==> config.mk <==
export PLATFORM = sky130hd
export DESIGN_NAME = wb_multiport_arbiter_flat
export DESIGN_NICKNAME = d
export VERILOG_FILES = /design/src/rtl/wb_multiport_arbiter_if.sv /design/src/rtl/wb_multiport_arbiter.sv /design/src/flat_wrapper.sv
export SDC_FILE = /design/constraint.sdc
export NUM_CORES = 1
export LEC_CHECK = 0
export ABC_AREA = 1
export BUFFER_PORTS_ARGS = -buffer_cell sky130_fd_sc_hd__buf_4
export CAP_MARGIN = 40
export CORE_AREA = 8 8 234 236
export DETAILED_ROUTE_END_ITERATION = 12
export DIE_AREA = 0 0 242 244
export PLACE_DENSITY_LB_ADDON = 0.2
export SLEW_MARGIN = 20
export SYNTH_ARGS = -nofsm -noshare
export SYNTH_HDL_FRONTEND = slang
export SYNTH_SLANG_ARGS = --single-unit
==> constraint.sdc <==
create_clock -name wb_clk -period 2.1 [get_ports wb_clk]
set_input_delay 0.21 -clock wb_clk [delete_from_list [all_inputs] [get_ports wb_clk]]
set_output_delay 0.21 -clock wb_clk [all_outputs]
set_load 0.02 [all_outputs]
==> src/rtl/wb_multiport_arbiter_if.sv <==
// ---------------------------------------------------------------------------
// wb_multiport_arbiter_if
// Bundle of every bus-side signal of the multiport Wishbone arbiter.
//   - wb_*_i / wb_*_o : PORTS packed Wishbone slave ports (port p at slice p)
//   - mem_*           : single request interface towards the memory controller
//   - grant_o         : one-hot registered grant
//   - snp_*           : registered write-snoop broadcast
// Modport "slave" is the arbiter's view; "master" is the view of the
// surrounding logic (bus masters plus memory controller).
// ---------------------------------------------------------------------------
interface wb_multiport_arbiter_if #(
  parameter int PORTS = 4,
  parameter int DW    = 32,
  parameter int AW    = 32
) ();
  localparam int SW = DW / 8;

  logic [PORTS*AW-1:0] wb_adr_i;
  logic [PORTS*DW-1:0] wb_dat_i;
  logic [PORTS*SW-1:0] wb_sel_i;
  logic [PORTS-1:0]    wb_we_i;
  logic [PORTS-1:0]    wb_cyc_i;
  logic [PORTS-1:0]    wb_stb_i;
  logic [PORTS*3-1:0]  wb_cti_i;
  logic [PORTS*DW-1:0] wb_dat_o;
  logic [PORTS-1:0]    wb_ack_o;

  logic                mem_req_o;
  logic [AW-1:0]       mem_adr_o;
  logic [DW-1:0]       mem_dat_o;
  logic [SW-1:0]       mem_sel_o;
  logic                mem_we_o;
  logic [2:0]          mem_cti_o;
  logic [DW-1:0]       mem_dat_i;
  logic                mem_ack_i;

  logic [PORTS-1:0]    grant_o;

  logic                snp_vld_o;
  logic [2:0]          snp_port_o;
  logic [AW-1:0]       snp_adr_o;
  logic [DW-1:0]       snp_dat_o;
  logic [SW-1:0]       snp_sel_o;

  modport slave (
    input  wb_adr_i, wb_dat_i, wb_sel_i, wb_we_i, wb_cyc_i, wb_stb_i, wb_cti_i,
    output wb_dat_o, wb_ack_o,
    output mem_req_o, mem_adr_o, mem_dat_o, mem_sel_o, mem_we_o, mem_cti_o,
    input  mem_dat_i, mem_ack_i,
    output grant_o,
    output snp_vld_o, snp_port_o, snp_adr_o, snp_dat_o, snp_sel_o
  );

  modport master (
    output wb_adr_i, wb_dat_i, wb_sel_i, wb_we_i, wb_cyc_i, wb_stb_i, wb_cti_i,
    input  wb_dat_o, wb_ack_o,
    input  mem_req_o, mem_adr_o, mem_dat_o, mem_sel_o, mem_we_o, mem_cti_o,
    output mem_dat_i, mem_ack_i,
    input  grant_o,
    input  snp_vld_o, snp_port_o, snp_adr_o, snp_dat_o, snp_sel_o
  );
endinterface

==> src/rtl/wb_multiport_arbiter.sv <==
// ---------------------------------------------------------------------------
// wb_multiport_arbiter
// Multiplexes PORTS Wishbone masters onto one memory-controller request
// interface. Round-robin or fixed-priority arbitration, a per-grant burst
// cap that forces rotation when others wait, bus lock while cyc stays high,
// and a registered write-snoop broadcast of every acked write beat.
// Ports:
//   wb_clk   - clock, all logic on the rising edge
//   wb_rst_n - asynchronous active-low reset
//   bus      - wb_multiport_arbiter_if.slave (Wishbone ports, memory side,
//              grant and snoop outputs)
// ---------------------------------------------------------------------------
module wb_multiport_arbiter #(
  parameter int PORTS     = 4,
  parameter int DW        = 32,
  parameter int AW        = 32,
  parameter int ARB_MODE  = 0,
  parameter int MAX_BURST = 8
) (
  input  logic                   wb_clk,
  input  logic                   wb_rst_n,
  wb_multiport_arbiter_if.slave  bus
);
  localparam int SW = DW / 8;

  typedef enum logic {IDLE, BUSY} state_t;

  state_t           r_state;
  logic [PORTS-1:0] r_grant;
  logic [2:0]       r_gidx;
  logic [2:0]       r_ptr;
  logic [7:0]       r_beats;
  logic             r_snpVld;
  logic [2:0]       r_snpPort;
  logic [AW-1:0]    r_snpAdr;
  logic [DW-1:0]    r_snpDat;
  logic [SW-1:0]    r_snpSel;

  logic [PORTS-1:0]   w_req;
  logic [2*PORTS-1:0] w_dbl;
  logic [3:0]         w_sum;
  logic               w_found;
  logic [2:0]         w_winIdx;
  logic [PORTS-1:0]   w_winOh;
  logic [AW-1:0]      w_adr;
  logic [DW-1:0]      w_dat;
  logic [SW-1:0]      w_sel;
  logic               w_we;
  logic [2:0]         w_cti;
  logic               w_gcyc;
  logic               w_memReq;
  logic               w_beat;
  logic [PORTS-1:0]   w_ack;
  logic               w_others;
  logic               w_last;
  logic               w_capHit;
  logic               w_release;
  logic               w_snpHit;

  assign w_req = bus.wb_cyc_i & bus.wb_stb_i;

  // Winner selection. Round-robin rotates a doubled request vector so the
  // port after the pointer lands at bit 0; the first set bit then maps back
  // to a port index modulo PORTS. Fixed priority takes the lowest requester.
  always_comb begin
    w_winIdx = '0;
    w_found  = 1'b0;
    w_sum    = '0;
    w_dbl    = {w_req, w_req} >> ({1'b0, r_ptr} + 4'd1);
    if (ARB_MODE == 1) begin
      for (int k = PORTS - 1; k >= 0; k--) begin
        if (w_req[k]) w_winIdx = 3'(k);
      end
    end else begin
      for (int k = 0; k < PORTS; k++) begin
        if (!w_found && w_dbl[k]) begin
          w_found = 1'b1;
          w_sum   = {1'b0, r_ptr} + 4'd1 + 4'(k);
          if (w_sum >= 4'(PORTS)) w_sum = w_sum - 4'(PORTS);
          w_winIdx = w_sum[2:0];
        end
      end
    end
    w_winOh = '0;
    for (int p = 0; p < PORTS; p++) begin
      w_winOh[p] = (w_winIdx == 3'(p));
    end
  end

  // Granted-port field mux; an all-zero grant yields all-zero fields.
  always_comb begin
    w_adr  = '0;
    w_dat  = '0;
    w_sel  = '0;
    w_we   = 1'b0;
    w_cti  = '0;
    for (int p = 0; p < PORTS; p++) begin
      if (r_grant[p]) begin
        w_adr = w_adr | bus.wb_adr_i[p*AW +: AW];
        w_dat = w_dat | bus.wb_dat_i[p*DW +: DW];
        w_sel = w_sel | bus.wb_sel_i[p*SW +: SW];
        w_we  = w_we  | bus.wb_we_i[p];
        w_cti = w_cti | bus.wb_cti_i[p*3 +: 3];
      end
    end
  end

  assign w_gcyc   = |(r_grant & bus.wb_cyc_i);
  assign w_memReq = (r_state == BUSY) && |(r_grant & w_req);
  assign w_beat   = bus.mem_ack_i & w_memReq;
  assign w_ack    = r_grant & {PORTS{w_beat}};
  assign w_others = |(w_req & ~r_grant);
  assign w_last   = w_beat && ((w_cti == 3'b000) || (w_cti == 3'b111));
  // Saturated counter keeps this true, so a late competitor still forces a
  // release on the next beat.
  assign w_capHit = w_beat && w_others &&
                    (({1'b0, r_beats} + 9'd1) >= 9'(MAX_BURST));
  assign w_release = !w_gcyc || w_last || w_capHit;
  assign w_snpHit  = |(w_ack & bus.wb_we_i);

  assign bus.wb_dat_o  = {PORTS{bus.mem_dat_i}};
  assign bus.wb_ack_o  = w_ack;
  assign bus.mem_req_o = w_memReq;
  assign bus.mem_adr_o = w_adr;
  assign bus.mem_dat_o = w_dat;
  assign bus.mem_sel_o = w_sel;
  assign bus.mem_we_o  = w_we;
  assign bus.mem_cti_o = w_cti;
  assign bus.grant_o   = r_grant;
  assign bus.snp_vld_o  = r_snpVld;
  assign bus.snp_port_o = r_snpPort;
  assign bus.snp_adr_o  = r_snpAdr;
  assign bus.snp_dat_o  = r_snpDat;
  assign bus.snp_sel_o  = r_snpSel;

  // Arbitration FSM plus snoop capture. The pointer resets to the last port
  // so port 0 wins the first round-robin decision.
  always_ff @(posedge wb_clk or negedge wb_rst_n) begin
    if (!wb_rst_n) begin
      r_state   <= IDLE;
      r_grant   <= '0;
      r_gidx    <= '0;
      r_ptr     <= 3'(PORTS - 1);
      r_beats   <= '0;
      r_snpVld  <= 1'b0;
      r_snpPort <= '0;
      r_snpAdr  <= '0;
      r_snpDat  <= '0;
      r_snpSel  <= '0;
    end else begin
      r_snpVld <= w_snpHit;
      if (w_snpHit) begin
        r_snpPort <= r_gidx;
        r_snpAdr  <= w_adr;
        r_snpDat  <= w_dat;
        r_snpSel  <= w_sel;
      end
      case (r_state)
        IDLE: begin
          if (|w_req) begin
            r_state <= BUSY;
            r_grant <= w_winOh;
            r_gidx  <= w_winIdx;
            r_beats <= '0;
            if (ARB_MODE == 0) r_ptr <= w_winIdx;
          end
        end
        BUSY: begin
          if (w_beat && (r_beats < 8'(MAX_BURST))) r_beats <= r_beats + 8'd1;
          if (w_release) begin
            r_state <= IDLE;
            r_grant <= '0;
          end
        end
        default: r_state <= IDLE;
      endcase
    end
  end
endmodule

==> src/flat_wrapper.sv <==
// flat-port wrapper written by rule: the top's interface ports become plain ports
module wb_multiport_arbiter_flat 
#(
  parameter int PORTS     = 4,
  parameter int DW        = 32,
  parameter int AW        = 32,
  parameter int ARB_MODE  = 0,
  parameter int MAX_BURST = 8
)
  (wb_clk, wb_rst_n, bus_wb_adr_i, bus_wb_dat_i, bus_wb_sel_i, bus_wb_we_i, bus_wb_cyc_i, bus_wb_stb_i, bus_wb_cti_i, bus_wb_dat_o, bus_wb_ack_o, bus_mem_req_o, bus_mem_adr_o, bus_mem_dat_o, bus_mem_sel_o, bus_mem_we_o, bus_mem_cti_o, bus_mem_dat_i, bus_mem_ack_i, bus_grant_o, bus_snp_vld_o, bus_snp_port_o, bus_snp_adr_o, bus_snp_dat_o, bus_snp_sel_o);
  wb_multiport_arbiter_if #(.PORTS(PORTS), .DW(DW), .AW(AW)) bus_i ();
  input  logic wb_clk;
  input  logic wb_rst_n;
  input wire logic [$bits(bus_i.wb_adr_i)-1:0] bus_wb_adr_i;
  input wire logic [$bits(bus_i.wb_dat_i)-1:0] bus_wb_dat_i;
  input wire logic [$bits(bus_i.wb_sel_i)-1:0] bus_wb_sel_i;
  input wire logic [$bits(bus_i.wb_we_i)-1:0] bus_wb_we_i;
  input wire logic [$bits(bus_i.wb_cyc_i)-1:0] bus_wb_cyc_i;
  input wire logic [$bits(bus_i.wb_stb_i)-1:0] bus_wb_stb_i;
  input wire logic [$bits(bus_i.wb_cti_i)-1:0] bus_wb_cti_i;
  output wire logic [$bits(bus_i.wb_dat_o)-1:0] bus_wb_dat_o;
  output wire logic [$bits(bus_i.wb_ack_o)-1:0] bus_wb_ack_o;
  output wire logic [$bits(bus_i.mem_req_o)-1:0] bus_mem_req_o;
  output wire logic [$bits(bus_i.mem_adr_o)-1:0] bus_mem_adr_o;
  output wire logic [$bits(bus_i.mem_dat_o)-1:0] bus_mem_dat_o;
  output wire logic [$bits(bus_i.mem_sel_o)-1:0] bus_mem_sel_o;
  output wire logic [$bits(bus_i.mem_we_o)-1:0] bus_mem_we_o;
  output wire logic [$bits(bus_i.mem_cti_o)-1:0] bus_mem_cti_o;
  input wire logic [$bits(bus_i.mem_dat_i)-1:0] bus_mem_dat_i;
  input wire logic [$bits(bus_i.mem_ack_i)-1:0] bus_mem_ack_i;
  output wire logic [$bits(bus_i.grant_o)-1:0] bus_grant_o;
  output wire logic [$bits(bus_i.snp_vld_o)-1:0] bus_snp_vld_o;
  output wire logic [$bits(bus_i.snp_port_o)-1:0] bus_snp_port_o;
  output wire logic [$bits(bus_i.snp_adr_o)-1:0] bus_snp_adr_o;
  output wire logic [$bits(bus_i.snp_dat_o)-1:0] bus_snp_dat_o;
  output wire logic [$bits(bus_i.snp_sel_o)-1:0] bus_snp_sel_o;
  assign bus_i.wb_adr_i = bus_wb_adr_i;
  assign bus_i.wb_dat_i = bus_wb_dat_i;
  assign bus_i.wb_sel_i = bus_wb_sel_i;
  assign bus_i.wb_we_i = bus_wb_we_i;
  assign bus_i.wb_cyc_i = bus_wb_cyc_i;
  assign bus_i.wb_stb_i = bus_wb_stb_i;
  assign bus_i.wb_cti_i = bus_wb_cti_i;
  assign bus_wb_dat_o = bus_i.wb_dat_o;
  assign bus_wb_ack_o = bus_i.wb_ack_o;
  assign bus_mem_req_o = bus_i.mem_req_o;
  assign bus_mem_adr_o = bus_i.mem_adr_o;
  assign bus_mem_dat_o = bus_i.mem_dat_o;
  assign bus_mem_sel_o = bus_i.mem_sel_o;
  assign bus_mem_we_o = bus_i.mem_we_o;
  assign bus_mem_cti_o = bus_i.mem_cti_o;
  assign bus_i.mem_dat_i = bus_mem_dat_i;
  assign bus_i.mem_ack_i = bus_mem_ack_i;
  assign bus_grant_o = bus_i.grant_o;
  assign bus_snp_vld_o = bus_i.snp_vld_o;
  assign bus_snp_port_o = bus_i.snp_port_o;
  assign bus_snp_adr_o = bus_i.snp_adr_o;
  assign bus_snp_dat_o = bus_i.snp_dat_o;
  assign bus_snp_sel_o = bus_i.snp_sel_o;
  wb_multiport_arbiter #(.PORTS(PORTS), .DW(DW), .AW(AW), .ARB_MODE(ARB_MODE), .MAX_BURST(MAX_BURST)) u_core (.wb_clk(wb_clk), .wb_rst_n(wb_rst_n), .bus(bus_i));
endmodule
**Word-level counts from Yosys, hierarchy flattened**

Index checks and enable logic that the tools add are counted.
W data, S select, Z words.

- Muxes and demuxes: 40
- Reduce and logical (&&, ||, !) cells: 25
- Magnitude comparators: 6
- Equality and inequality tests: 7
- Bitwise operators: 24
- Add/sub/neg operators: 10
- Shifts and indexed selects: 1

Operator list:

| operator | number |
|---|---|
| $mux W32 | 8 |
| $or A32 B32 Y32 | 6 |
| $mux W3 | 12 |
| $and A4 B4 Y4 | 6 |
| $mux W4 | 6 |
| $reduce_or A4 Y1 | 5 |
| $ge A4 B3 Y1 const B | 4 |
| $mux W8 | 2 |
| $pmux W8 S2 | 1 |
| $or A4 B4 Y4 | 3 |
| $sub A3 B3 Y3 const B | 4 |
| $add A8 B1 Y9 const B | 1 |
| $ge A9 B4 Y1 const B | 1 |
| $mux W1 | 9 |
| $or A3 B3 Y3 | 3 |
| $add A4 B2 Y4 const B | 2 |
| $add A8 B1 Y8 const B | 1 |
| $logic_and A1 B1 Y1 | 8 |
| $lt A8 B4 Y1 const B | 1 |
| $pmux W4 S2 | 1 |
| $shr A8 B4 Y4 | 1 |
| $eq A3 B2 Y1 const B | 2 |
| $logic_not A3 Y1 | 2 |
| $reduce_and A2 Y1 | 3 |
| other kinds (13) | 21 |

- Word-level logic and storage cells: 123
- Output and inout bits: 281
- Flip-flop bits (word level): 91

**Depth between registers and ports, before layout**

Gate-level depths: netlist of run 1.

- Depth after elaboration: 15
- Depth in mapped cells: 15
- Depth with buffers taken out: 14

**Worst setup path before layout of run 1**

No wires, ideal clock.

- Path kind: register -> register
- Start: reg u_core.r_ptr[0]
- End: reg u_core.r_grant[0] (netlist: u_core.bus.grant_o[0])
- Slack: 0.150 ns
- Clock period less this slack: 1.950 ns
- Path buffers: 1
- Setup time: 0.066 ns
- Arrival: 1.884 ns
- Required time: 2.034 ns
- Stages on the path, launching flop included: 12
- Cells stage by stage: dfstp_2 > buf_6 > inv_6 > ha_1 > ha_1 > o211ai_1 > nor2_1 > nor2_1 > nand3_1 > nor2_2 > nand3_1 > nand2_1

- Cells in the longest elaborated chain, start to end: 15
- Elaborated cells between the ends (all ways): 33
- Those cells by class: 8 x add/sub; 4 x order compare; 1 x shift; 13 x mux; 7 x reduce/logical

RTL lines:

| what | RTL line | text |
|---|---|---|
| start, declared | wb_multiport_arbiter.sv:31 | `logic [2:0] r_ptr;` |
| start signal, assigned | wb_multiport_arbiter.sv:143 | `r_ptr <= 3'(PORTS - 1);` |
| start signal, assigned | wb_multiport_arbiter.sv:165 | `if (ARB_MODE == 0) r_ptr <= w_winIdx;` |
| $add A3 B1 Y4 (*) | wb_multiport_arbiter.sv:69, wb_multiport_arbiter.sv:78 |  |
| branches (longest 10 deep; another with $add A4 B1 Y4) | - |  |
| $mux W3 (*) | wb_multiport_arbiter.sv:76 | `if (!w_found && w_dbl[k]) begin` |
| $logic_not A3 Y1 (*) | wb_multiport_arbiter.sv:86 | `w_winOh[p] = (w_winIdx == 3'(p));` |
| $mux W4 (*) | wb_multiport_arbiter.sv:160 | `if (\|w_req) begin` |
| $pmux W4 S2 (*) | wb_multiport_arbiter.sv:158 | `case (r_state)` |
| end signal, assigned | wb_multiport_arbiter.sv:162 | `r_grant <= w_winOh;` |
| end, declared | wb_multiport_arbiter.sv:29 | `logic [PORTS-1:0] r_grant;` |

Mark *: on every way between the ends. The select of a mux whose other input is x is not followed.
A chain may end at the register's enable or synchronous reset.

**Worst setup path in the final report of run 1**

- Start: reg u_core.r_grant[3] (netlist: u_core.bus.grant_o[3])
- End: out bus_mem_dat_o[19]

- Cells in the longest elaborated chain, start to end: 1

RTL lines:

| what | RTL line | text |
|---|---|---|
| $mux W32 | wb_multiport_arbiter.sv:98 | `if (r_grant[p]) begin` |
| end, declared | flat_wrapper.sv:25 | `output wire logic [$bits(bus_i.mem_dat_o)-1:0] bus_mem_dat_o;` |

No other way between the ends.

==> run_results.csv, run 1 <==
group,metric,value,unit
status,outcome,"finished clean",
logic_synthesis,synth_async_sr_flop_share,1.00,
hold_path,hold_path.startpoint,"bus_wb_adr_i[31]",
power_and_ir_drop,total_leakage_power,5.52,nW
sta,finalWorstPathRequiredPeriod,2.04,ns
clock_network,number_of_levels_the_h_tree_was_split_into,3,
finish,n_antenna_cell,0,
worst_setup_path,worst_ep_arrival_time,1.83,ns
global_route,grt_usage,0.118,
clock_network,cts_num_sinks,90,
floorplan,chipWidth,242,um
placed_design,place.port_buffers,451,
sta,skew,0.0145,ns
finish,seqCellArea,2270,sq um
floorplan,rows,83,
placed_design,half_perimeter_wire_length_of_the_detailed_placement_result,28.7,mm
finish,multi_input_comb_area,3310,sq um
global_route,use_met1,0.139,
power_and_ir_drop,total_chip_power,12.0,mW
worst_setup_path,timing_startpoint_of_the_critical_path,"u_core.bus.grant_o[3]",
logic_synthesis,synthesis.area_per_instance,6.50,sq um
clock_network,cts_tree,"done",
sta,number_of_hold_slack_violations_in_the_final_timing_report,0,
worst_setup_path,end_kind,"output pin",
sta,setup_tns,0,ns
placed_design,preCtsSetupSlack,0.130,ns
logic_synthesis,synthesis.yosys.warnings,0,
drt,routed-via-count,7988,
worst_setup_path,timing.rr.start,"u_core.r_ptr[0]",
placed_design,globalplace.congestion,0.874,
power_and_ir_drop,netSwitchingFraction,0.483,
worst_setup_path,timing.reg2reg.setup_slack,0.14,ns
logic_synthesis,post_synth_most_frequent_cells,"sky130_fd_sc_hd__nand2_1, sky130_fd_sc_hd__buf_4, sky130_fd_sc_hd__dfrtp_1, sky130_fd_sc_hd__nand4_1, sky130_fd_sc_hd__nor2_1",
drt,avgRoutedWirePerCell,17.6,um
floorplan,die-height,244,um
placed_design,number_of_placed_instances_with_taps_included,2028,
hold_path,hold_depth,5,
worst_setup_path,max_stage_delay,0.55,ns
drt,drt_first_iter_violations,351,
drt,drtPass1Iterations,4,
worst_setup_path,crit_path_buffers_inverters,2,
power_and_ir_drop,clock_power_share,0.155,
logic_synthesis,synthesis.instances,1050,
sta,unrepaired_setup_endpoints_after_global_routing,"true",
worst_setup_path,r2r_end,"u_core.bus.grant_o[0]",
logic_synthesis,synth_area_leaders,"sky130_fd_sc_hd__dfrtp_1, sky130_fd_sc_hd__nand2_1, sky130_fd_sc_hd__buf_4",
logic_synthesis,synth_top_cell_area_share,0.323,
power_and_ir_drop,p_seq_frac,0.209,
global_route,global_route.overflow_total,0,
sta,worst_slew_margin_rel,0.720,
hold_path,timing.hold.worst.class,"in2reg",
logic_synthesis,post_synth_top_area_cell,"sky130_fd_sc_hd__dfrtp_1",
global_route,grt_most_used_layer,"met2",
hold_path,min_delay_worst_endpoint,"u_core.bus.snp_adr_o[31]",
logic_synthesis,synth-edff-count,0,
drt,postRouteAntennaNets,0,
finish,fillers,5796,
worst_setup_path,worst_path_dominant_cell_family,"flip-flops",
flow_run,maxCapViolations,0,
worst_setup_path,critical_setup_path_kind,"reg2out",
logic_synthesis,ys_seq_elements,90,
logic_synthesis,synth_nets,1386,
power_and_ir_drop,worst_ir_drop_vdd,0.347,mV
clock_network,clk_transition_reported_paths,0.08,ns
logic_synthesis,cell_area_after_synthesis,6820,sq um
finish,nNetsFinal,1709,
worst_setup_path,highest_fanout_seen_on_the_critical_path,44,
power_and_ir_drop,power.density_cell_area,1130,nW/um^2
clock_network,cts-root-buf,"sky130_fd_sc_hd__clkbuf_16",
power_and_ir_drop,intPower,6.23,mW
sta,achievable_frequency,490,MHz
sta,setup_slack,0.0598,ns
drt,totalWireLength,36.2,mm
floorplan,ios,612,
logic_synthesis,post-synth-top-count-cell,"sky130_fd_sc_hd__nand2_1",
global_route,globalRouteMet2Util,0.194,
finish,layout-area-overhead-vs-synth,56.8,%
sta,worst_slew_pin_slew,0.420,ns
floorplan,die_area,59000,sq um
power_and_ir_drop,comb_power_share,0.636,
global_route,groute.layer.met3.usage,0.0411,
sta,finalSetupViolCount,0,
global_route,grt_first_pass_wirelength,53.9,mm
drt,drt-vias-per-instance,3.88,
logic_synthesis,synth.distinct_cells,32,
global_route,number_of_global_route_vias_before_repair,8363,
floorplan,core_area,50900,sq um
global_route,grt_start_max_net_pins,47,
floorplan,initial_core_utilization,0.134,
sta,maxSlewViolCount,0,
worst_setup_path,worstRegToRegCells,14,
drt,detail_route.drc_violations,0,
clock_network,cts.path.max_buffers,2,
worst_setup_path,cp_cell_sequence,"buf_12, nand2_1, nand4_1, buf_4",
global_route,grt_antenna_before_repair,0,
power_and_ir_drop,total_switching_power,5.81,mW
clock_network,tritoncts.num_buffers,9,
finish,layoutNonFillerInstCount,2058,
worst_setup_path,timing.critical_path.slowest_stage_cell,"sky130_fd_sc_hd__dfrtp_4",
logic_synthesis,synth-main-ff-cell,"sky130_fd_sc_hd__dfrtp_1",
worst_setup_path,worst_setup_path_start_kind,"flop",
worst_setup_path,worst_path_required,1.89,ns
clock_network,clk-insertion-delay-late,0.38,ns
sta,period_share,0.972,
logic_synthesis,synth-seq-area-share,0.330,
finish,drive_gt1_frac,0.401,
## metrics by stage
step,util,cell area [sq um],hold slack (ns)
5_1_grt,0.210,10700,0.165
3_3_place_gp,0.200,10200,0.190
2_1_floorplan,-,6820,-0.0856
3_5_place_dp,0.200,10200,0.187
4_1_cts,0.208,10600,0.125
6_report,0.210,10700,0.176
## power by group through the flow
| stage | registers, mW | clock network (mW) | logic (mW) |
|---|---|---|---|
| 2_1_floorplan | 2.85 | 0 | 3.84 |
| 3_3_place_gp | 2.56 | 0 | 7.44 |
| 3_5_place_dp | 2.56 | 0 | 7.41 |
| 4_1_cts | 2.52 | 2.01 | 7.57 |
| 5_1_grt | 2.58 | 2.08 | 8.33 |
| 6_report | 2.51 | 1.87 | 7.65 |
## logic make-up after synthesis
group           after synthesis  synth area share
buf+inv                     211             0.195
compound gates               21            0.0169
flops                        90             0.330
xor+xnor                      4           0.00513
simple gates                719             0.443
fa+ha+maj                     5           0.00917
## final cells by class
| cell class | instances | share of cell area |
|---|---|---|
| timing repair buffer | 488 | 0.357 |
| clock inverter | 7 | 0.00924 |
| clock buffer | 9 | 0.0211 |
| inverter | 35 | 0.0127 |
| multi-input combinational | 749 | 0.309 |
| sequential | 90 | 0.212 |
| tap | 680 | 0.0795 |
## repair_timing
item,CTS,global route
endpoints found under the setup margin,27,12
pin swaps,6,7
gates resized for setup,7,14
hold buffers,1,0
endpoints found under the hold margin,22,0
buffers inserted,7,6
## tightest hold or removal path, stage by stage
cell and delay [ns]:
sky130_fd_sc_hd__buf_4 0.07, sky130_fd_sc_hd__nand2_1 0.05, sky130_fd_sc_hd__nand4_1 0.08, sky130_fd_sc_hd__nand2_1 0.06, sky130_fd_sc_hd__nand2_1 0.05
## flip-flops by register name, indices dropped and copies added (netlist names)
| signal | count |
|---|---|
| u_core.bus.snp_adr_o | 32 |
| u_core.bus.snp_dat_o | 32 |
| u_core.r_beats | 8 |
| u_core.bus.grant_o | 4 |
| u_core.bus.snp_sel_o | 4 |
| u_core.bus.snp_port_o | 3 |
| u_core.r_ptr | 3 |
| u_core.r_gidx | 2 |
| u_core.bus.snp_vld_o | 1 |
| u_core.r_state | 1 |
## cells in the final DEF, fill, tap and decap left out, types with 2 or more instances in the layout
cell | netlist | layout
sky130_fd_sc_hd__dfrtp_4 | 0 | 3
sky130_fd_sc_hd__nor3_1 | 2 | 2
sky130_fd_sc_hd__nand3_4 | 1 | 3
sky130_fd_sc_hd__buf_6 | 4 | 3
sky130_fd_sc_hd__nor2_1 | 30 | 29
sky130_fd_sc_hd__inv_2 | 11 | 11
sky130_fd_sc_hd__nand3_1 | 28 | 26
sky130_fd_sc_hd__dfrtp_1 | 88 | 84
sky130_fd_sc_hd__bufinv_16 | 0 | 2
sky130_fd_sc_hd__o21ai_1 | 6 | 6
sky130_fd_sc_hd__ha_4 | 0 | 2
sky130_fd_sc_hd__buf_12 | 0 | 11
sky130_fd_sc_hd__nor2_2 | 6 | 7
sky130_fd_sc_hd__a21oi_1 | 3 | 3
sky130_fd_sc_hd__nand4_1 | 75 | 75
sky130_fd_sc_hd__ha_1 | 5 | 3
sky130_fd_sc_hd__dfstp_2 | 2 | 2
sky130_fd_sc_hd__o22ai_1 | 2 | 2
sky130_fd_sc_hd__buf_4 | 129 | 473
sky130_fd_sc_hd__nand2_2 | 8 | 12
sky130_fd_sc_hd__nand2_1 | 561 | 557
sky130_fd_sc_hd__inv_1 | 23 | 23
sky130_fd_sc_hd__xor2_1 | 3 | 3
sky130_fd_sc_hd__nand3_2 | 5 | 5
sky130_fd_sc_hd__inv_6 | 1 | 3
sky130_fd_sc_hd__clkbuf_16 | 0 | 9
sky130_fd_sc_hd__o21ai_0 | 7 | 7
## how the worst max path moves through the flow
stage	end	slack (ns)	cells after the start
2_1_floorplan	u_core.bus.grant_o[0]	0.15	11
3_3_place_gp	u_core.bus.grant_o[0]	0.11	12
3_5_place_dp	u_core.bus.grant_o[0]	0.13	12
4_1_cts	bus_mem_dat_o[23]	-0.03	5
5_1_grt	bus_mem_dat_o[23]	-0.06	5
6_report	bus_mem_dat_o[19]	0.06	4
## layer usage
layer | wire length, um | vias up
met5 | 0 | -
met4 | 1190 | 0
met3 | 3170 | 59
met2 | 17000 | 440
met1 | 14900 | 3653
li1 | - | 3836
Note: power is estimated with default switching activity, not from simulation.
==> inputs of run 2 (changes only) <==
--- a/config.mk
+++ b/config.mk
@@ -12,6 +12,7 @@
 export DETAILED_ROUTE_END_ITERATION = 12
 export DIE_AREA = 0 0 242 244
 export PLACE_DENSITY_LB_ADDON = 0.2
+export REMOVE_ABC_BUFFERS = 1
 export SLEW_MARGIN = 20
 export SYNTH_ARGS = -nofsm -noshare
 export SYNTH_HDL_FRONTEND = slang
==> run_results.csv, run 2 (same netlist as run 1, synthesis figures left out) <==
group,metric,value,unit
status,outcome,"finished clean",
global_route,grt_antenna_before_repair,0,
finish,nNetsFinal,1704,
clock_network,cts_num_sinks,90,
finish,n_antenna_cell,0,
worst_setup_path,critical_setup_path_kind,"reg2out",
drt,avgRoutedWirePerCell,22.6,um
sta,period_share,0.965,
global_route,grt_first_pass_wirelength,63.9,mm
worst_setup_path,worst_setup_path_start_kind,"flop",
global_route,grt_usage,0.150,
worst_setup_path,end_kind,"output pin",
sta,achievable_frequency,493,MHz
sta,unrepaired_setup_endpoints_after_global_routing,"false",
worst_setup_path,cp_cell_sequence,"buf_12, nand2_1, nand4_1, buf_4",
clock_network,clk-insertion-delay-late,0.38,ns
clock_network,number_of_levels_the_h_tree_was_split_into,3,
sta,finalSetupViolCount,0,
drt,postRouteAntennaNets,0,
power_and_ir_drop,total_chip_power,11.8,mW
worst_setup_path,timing.critical_path.depth,4,
clock_network,cts_tree,"done",
sta,finalWorstPathRequiredPeriod,2.03,ns
global_route,global_route.overflow_total,0,
drt,drt_first_iter_violations,375,
clock_network,tritoncts.num_buffers,9,
sta,worst_slew_pin_slew,0.522,ns
drt,totalWireLength,46.3,mm
drt,routed-via-count,8115,
worst_setup_path,max_stage_delay,0.57,ns
flow_run,maxCapViolations,0,
finish,share_of_the_core_filled_with_cells,0.209,
power_and_ir_drop,worst_ir_drop_vdd,0.388,mV
clock_network,clk_transition_reported_paths,0.07,ns
sta,skew,0.00605,ns
sta,number_of_hold_slack_violations_in_the_final_timing_report,0,
floorplan,rows,83,
finish,fillers,5810,
floorplan,initial_core_utilization,0.134,
power_and_ir_drop,power.density_cell_area,1110,nW/um^2
floorplan,core_area,50900,sq um
drt,detail_route.drc_violations,0,
hold_path,hold_depth,5,
placed_design,half_perimeter_wire_length_of_the_detailed_placement_result,38.8,mm
clock_network,cts.path.max_buffers,2,
global_route,grt_start_max_net_pins,44,
drt,drtPass1Iterations,5,
placed_design,globalplace.congestion,0.891,
placed_design,place.port_buffers,451,
floorplan,ios,612,
sta,worst_slew_margin_rel,0.652,
finish,layout_common_cells,"sky130_fd_sc_hd__nand2_1, sky130_fd_sc_hd__buf_4, sky130_fd_sc_hd__dfrtp_1",
worst_setup_path,crit_path_buffers_inverters,2,
worst_setup_path,worstRegToRegCells,13,
worst_setup_path,timing.critical_path.slowest_stage_cell,"sky130_fd_sc_hd__dfrtp_4",
finish,layout.cells.most_common,"sky130_fd_sc_hd__nand2_1",
sta,maxSlewViolCount,0,
worst_setup_path,highest_fanout_seen_on_the_critical_path,42,
worst_setup_path,worst_path_required,1.89,ns
hold_path,timing.hold.worst.class,"in2reg",
finish,layout-area-overhead-vs-synth,55.6,%
finish,drive_gt1_frac,0.396,
power_and_ir_drop,total_leakage_power,5.48,nW
clock_network,cts-root-buf,"sky130_fd_sc_hd__clkbuf_16",
floorplan,chipWidth,242,um
floorplan,die_area,59000,sq um
worst_setup_path,worst_path_dominant_cell_family,"flip-flops",
global_route,number_of_global_route_vias_before_repair,8341,
drt,drt-vias-per-instance,3.95,
floorplan,die-height,244,um
worst_setup_path,worst_ep_arrival_time,1.82,ns
-- run 2: cell types whose count changed in the layout (fill, tap and decap cells not counted), moves of 2 or more --
cell	before	now
sky130_fd_sc_hd__buf_4	473	470
sky130_fd_sc_hd__nand3_1	26	28
sky130_fd_sc_hd__buf_6	3	1
sky130_fd_sc_hd__clkinv_4	1	3
-- run 2: metrics by stage --
stage,instance area [sq um],setup WS (ns),setup TNS [ns],cells,hold slack [ns]
2_1_floorplan,5630,-2.01,-150.28,874,-0.0856
5_1_grt,10600,0.000972,0,2053,0.159
3_5_place_dp,10200,0.102,0,2029,0.218
3_3_place_gp,10200,0.0920,0,2029,0.205
4_1_cts,10500,0.0184,0,2050,0.129
6_report,10600,0.0732,0,2053,0.167
-- run 2: timing repair --
action                                  CTS  global route
pin swaps                                 4            11
endpoints found under the hold margin    25             0
endpoints found under the setup margin   30             8
hold buffers                              1             0
resized for setup                         2            10
buffers inserted                          4             3
cloned                                    0             0
-- run 2: layer usage --
| layer | up-vias | GRT usage | routed length [um] |
|---|---|---|---|
| met5 | - | 0.0440 | 276 |
| met4 | 6 | 0.0317 | 714 |
| met3 | 44 | 0.0896 | 5680 |
| met2 | 455 | 0.253 | 22300 |
| met1 | 3776 | 0.158 | 17400 |
| li1 | 3834 | - | - |
-- run 2: worst register-to-register path, cell delays in order (launching register included) --
cell and delay [ns]:
sky130_fd_sc_hd__dfstp_2 0.61, sky130_fd_sc_hd__inv_6 0.05, sky130_fd_sc_hd__ha_4 0.26, sky130_fd_sc_hd__buf_4 0.13
sky130_fd_sc_hd__inv_1 0.05, sky130_fd_sc_hd__nand4_1 0.08, sky130_fd_sc_hd__nand2_1 0.05, sky130_fd_sc_hd__nand2_1 0.06
sky130_fd_sc_hd__nor2_1 0.04, sky130_fd_sc_hd__nor2_1 0.14, sky130_fd_sc_hd__nand3_1 0.12, sky130_fd_sc_hd__nor2_2 0.14
sky130_fd_sc_hd__nand3_1 0.08, sky130_fd_sc_hd__nand2_1 0.06
-- run 2: layout make-up --
| cell class | count | area, sq um | share of cell area |
|---|---|---|---|
| Clock buffer | 10 | 229 | 0.0216 |
| Clock inverter | 6 | 73.8 | 0.00695 |
| Inverter | 35 | 136 | 0.0128 |
| Multi-Input combinational cell | 749 | 3290 | 0.310 |
| Sequential cell | 90 | 2270 | 0.214 |
| Tap cell | 680 | 851 | 0.0802 |
| Timing Repair Buffer | 483 | 3770 | 0.355 |
-- run 2: power breakdown --
part,internal (mW),switching [mW],total [mW],leakage [nW]
Clock,0.940,0.834,1.77,0.148
Combinational,2.93,4.54,7.47,4.13
Sequential,2.17,0.366,2.54,1.20
-- run 2: final timing paths --
path | slack, ns | from | to
setup reg to reg | 0.16 | u_core.r_ptr[0] | u_core.bus.grant_o[0]
max in group asynchronous | 1.08 | wb_rst_n | u_core.bus.snp_sel_o[3]
hold reg to reg | 0.48 | u_core.bus.snp_dat_o[9] | u_core.bus.snp_dat_o[9]
setup / recovery | 0.07 | u_core.bus.grant_o[2] | bus_mem_adr_o[18]
min in group asynchronous | 0.33 | wb_rst_n | u_core.bus.snp_dat_o[21]
hold / removal | 0.17 | bus_wb_dat_i[0] | u_core.bus.snp_dat_o[0]
==> inputs of run 3 (changes only) <==
--- a/config.mk
+++ b/config.mk
@@ -8,9 +8,9 @@
 export ABC_AREA = 1
 export BUFFER_PORTS_ARGS = -buffer_cell sky130_fd_sc_hd__buf_4
 export CAP_MARGIN = 40
-export CORE_AREA = 8 8 234 236
+export CORE_AREA = 3 3 235 237
 export DETAILED_ROUTE_END_ITERATION = 12
-export DIE_AREA = 0 0 242 244
+export DIE_AREA = 0 0 238 240
 export PLACE_DENSITY_LB_ADDON = 0.2
 export REMOVE_ABC_BUFFERS = 1
 export SLEW_MARGIN = 20
==> run_results.csv, run 3 (same netlist as run 1, synthesis figures left out) <==
group,metric,value,unit
global_route,grt_antenna_before_repair,0,
status,outcome,"finished clean",
finish,seqCellArea,2270,sq um
global_route,number_of_global_route_vias_before_repair,8133,
placed_design,detailed_place.area,10200,sq um
clock_network,clk-insertion-delay-late,0.37,ns
finish,layout.cells.most_common,"sky130_fd_sc_hd__nand2_1",
drt,avgRoutedWirePerCell,20.1,um
clock_network,cts.path.max_buffers,2,
finish,nNetsFinal,1703,
floorplan,rows,85,
sta,unrepaired_setup_endpoints_after_global_routing,"true",
sta,min_hold_slack,0.174,ns
placed_design,half_perimeter_wire_length_of_the_detailed_placement_result,34.0,mm
clock_network,cts_num_sinks,90,
sta,skew,0.00751,ns
placed_design,globalplace.congestion,0.785,
sta,finalWorstPathRequiredPeriod,1.98,ns
global_route,grt_usage,0.139,
power_and_ir_drop,comb_power_share,0.631,
sta,worst_slew_margin_rel,0.709,
floorplan,chipWidth,238,um
finish,fillers,6109,
power_and_ir_drop,total_leakage_power,5.47,nW
clock_network,clk_transition_reported_paths,0.07,ns
finish,n_antenna_cell,0,
worst_setup_path,worst_path_required,1.89,ns
sta,finalSetupViolCount,0,
sta,worst_slew_pin_slew,0.437,ns
drt,drt-vias-per-instance,3.90,
drt,drt_first_iter_violations,347,
power_and_ir_drop,total_switching_power,5.57,mW
flow_run,maxCapViolations,0,
drt,postRouteAntennaNets,0,
finish,layout-area-overhead-vs-synth,54.9,%
global_route,grt_start_max_net_pins,75,
power_and_ir_drop,clock_power_share,0.153,
clock_network,cts-root-buf,"sky130_fd_sc_hd__clkbuf_16",
power_and_ir_drop,worst_ir_drop_vdd,0.601,mV
sta,number_of_hold_slack_violations_in_the_final_timing_report,0,
sta,achievable_frequency,505,MHz
drt,routed-via-count,8068,
drt,totalWireLength,41.6,mm
finish,layout_common_cells,"sky130_fd_sc_hd__nand2_1, sky130_fd_sc_hd__buf_4, sky130_fd_sc_hd__dfrtp_1",
clock_network,tritoncts.num_buffers,9,
power_and_ir_drop,netSwitchingFraction,0.483,
worst_setup_path,worst_ep_arrival_time,1.77,ns
worst_setup_path,end_kind,"output pin",
floorplan,die-height,240,um
worst_setup_path,critical_setup_path_kind,"reg2out",
floorplan,initial_core_utilization,0.128,
finish,postLayoutCellArea,10600,sq um
power_and_ir_drop,power.density_cell_area,1090,nW/um^2
drt,detail_route.drc_violations,0,
drt,drtPass1Iterations,5,
sta,maxSlewViolCount,0,
floorplan,ios,612,
sta,period_share,0.943,
worst_setup_path,highest_fanout_seen_on_the_critical_path,34,
worst_setup_path,worst_setup_path_start_kind,"flop",
clock_network,cts_tree,"done",
power_and_ir_drop,p_seq_frac,0.216,
floorplan,core_area,53500,sq um
floorplan,die_area,57100,sq um
clock_network,number_of_levels_the_h_tree_was_split_into,3,
global_route,grt_first_pass_wirelength,57.3,mm
power_and_ir_drop,intPower,5.96,mW
global_route,global_route.overflow_total,0,
hold_path,timing.hold.worst.class,"in2reg",
finish,multi_input_comb_area,3270,sq um
placed_design,place.port_buffers,451,
finish,drive_gt1_frac,0.395,
-- run 3: through the flow --
step | utilization | power [mW] | instances | setup TNS, ns | setup WS, ns
floorplan | - | 6.26 | 874 | -150.28 | -2.01
global placement | 0.190 | 9.75 | 2047 | 0 | 0.0866
detailed placement | 0.190 | 9.75 | 2047 | 0 | 0.0984
CTS | 0.196 | 11.7 | 2065 | 0 | 0.00869
global route | 0.198 | 12.5 | 2067 | -0.0278 | -0.0230
finish | 0.198 | 11.5 | 2067 | 0 | 0.119
-- run 3: final timing paths --
| kind | start | endpoint | slack, ns | cells after the start |
|---|---|---|---|---|
| max | u_core.bus.grant_o[3] | bus_mem_adr_o[22] | 0.12 | 5 |
| min | bus_wb_dat_i[20] | u_core.bus.snp_dat_o[20] | 0.17 | 5 |
| max reg2reg | u_core.r_ptr[0] | u_core.bus.grant_o[0] | 0.16 | 12 |
| min reg2reg | u_core.bus.snp_dat_o[19] | u_core.bus.snp_dat_o[19] | 0.48 | 2 |
| max in group asynchronous | wb_rst_n | u_core.bus.snp_adr_o[7] | 1.10 | 3 |
| min in group asynchronous | wb_rst_n | u_core.bus.snp_adr_o[10] | 0.31 | 2 |
-- run 3: power groups by stage --
stage	logic [mW]	registers, mW	clock network (mW)
after global placement	7.24	2.51	0
after detailed placement	7.24	2.51	0
after global routing	7.96	2.56	1.97
after floorplan	3.08	3.17	0
final	7.28	2.49	1.76
after CTS	7.32	2.49	1.90
-- run 3: area by class of cell --
class / count / share of cell area
multi-input combinational: 749 / 0.309
sequential: 90 / 0.215
clock inverter: 5 / 0.00592
inverter: 35 / 0.0129
clock buffer: 10 / 0.0226
timing repair buffer: 482 / 0.352
tap: 696 / 0.0824
-- run 3: worst max-delay path, stage by stage, from the launching register on --
cell                      delay [ns]
sky130_fd_sc_hd__dfrtp_4        0.54
sky130_fd_sc_hd__buf_8          0.19
sky130_fd_sc_hd__buf_4          0.21
sky130_fd_sc_hd__nand2_1        0.06
sky130_fd_sc_hd__nand4_1        0.16
sky130_fd_sc_hd__buf_4          0.20
-- run 3: what timing repair did --
item / in CTS / in global routing
setup buffers: 3 / 2
pin swaps: 3 / 1
setup endpoints to repair: 30 / 27
endpoints found under the hold margin: 23 / 0
gates resized for setup: 7 / 12
hold buffers: 1 / 0
-- run 3: metal layers --
layer,track usage,routed length [um],vias to the layer above
li1,-,-,3828
met1,0.151,15900,3743
met2,0.223,19000,454
met3,0.0883,5570,35
met4,0.0399,978,8
met5,0.0404,283,-
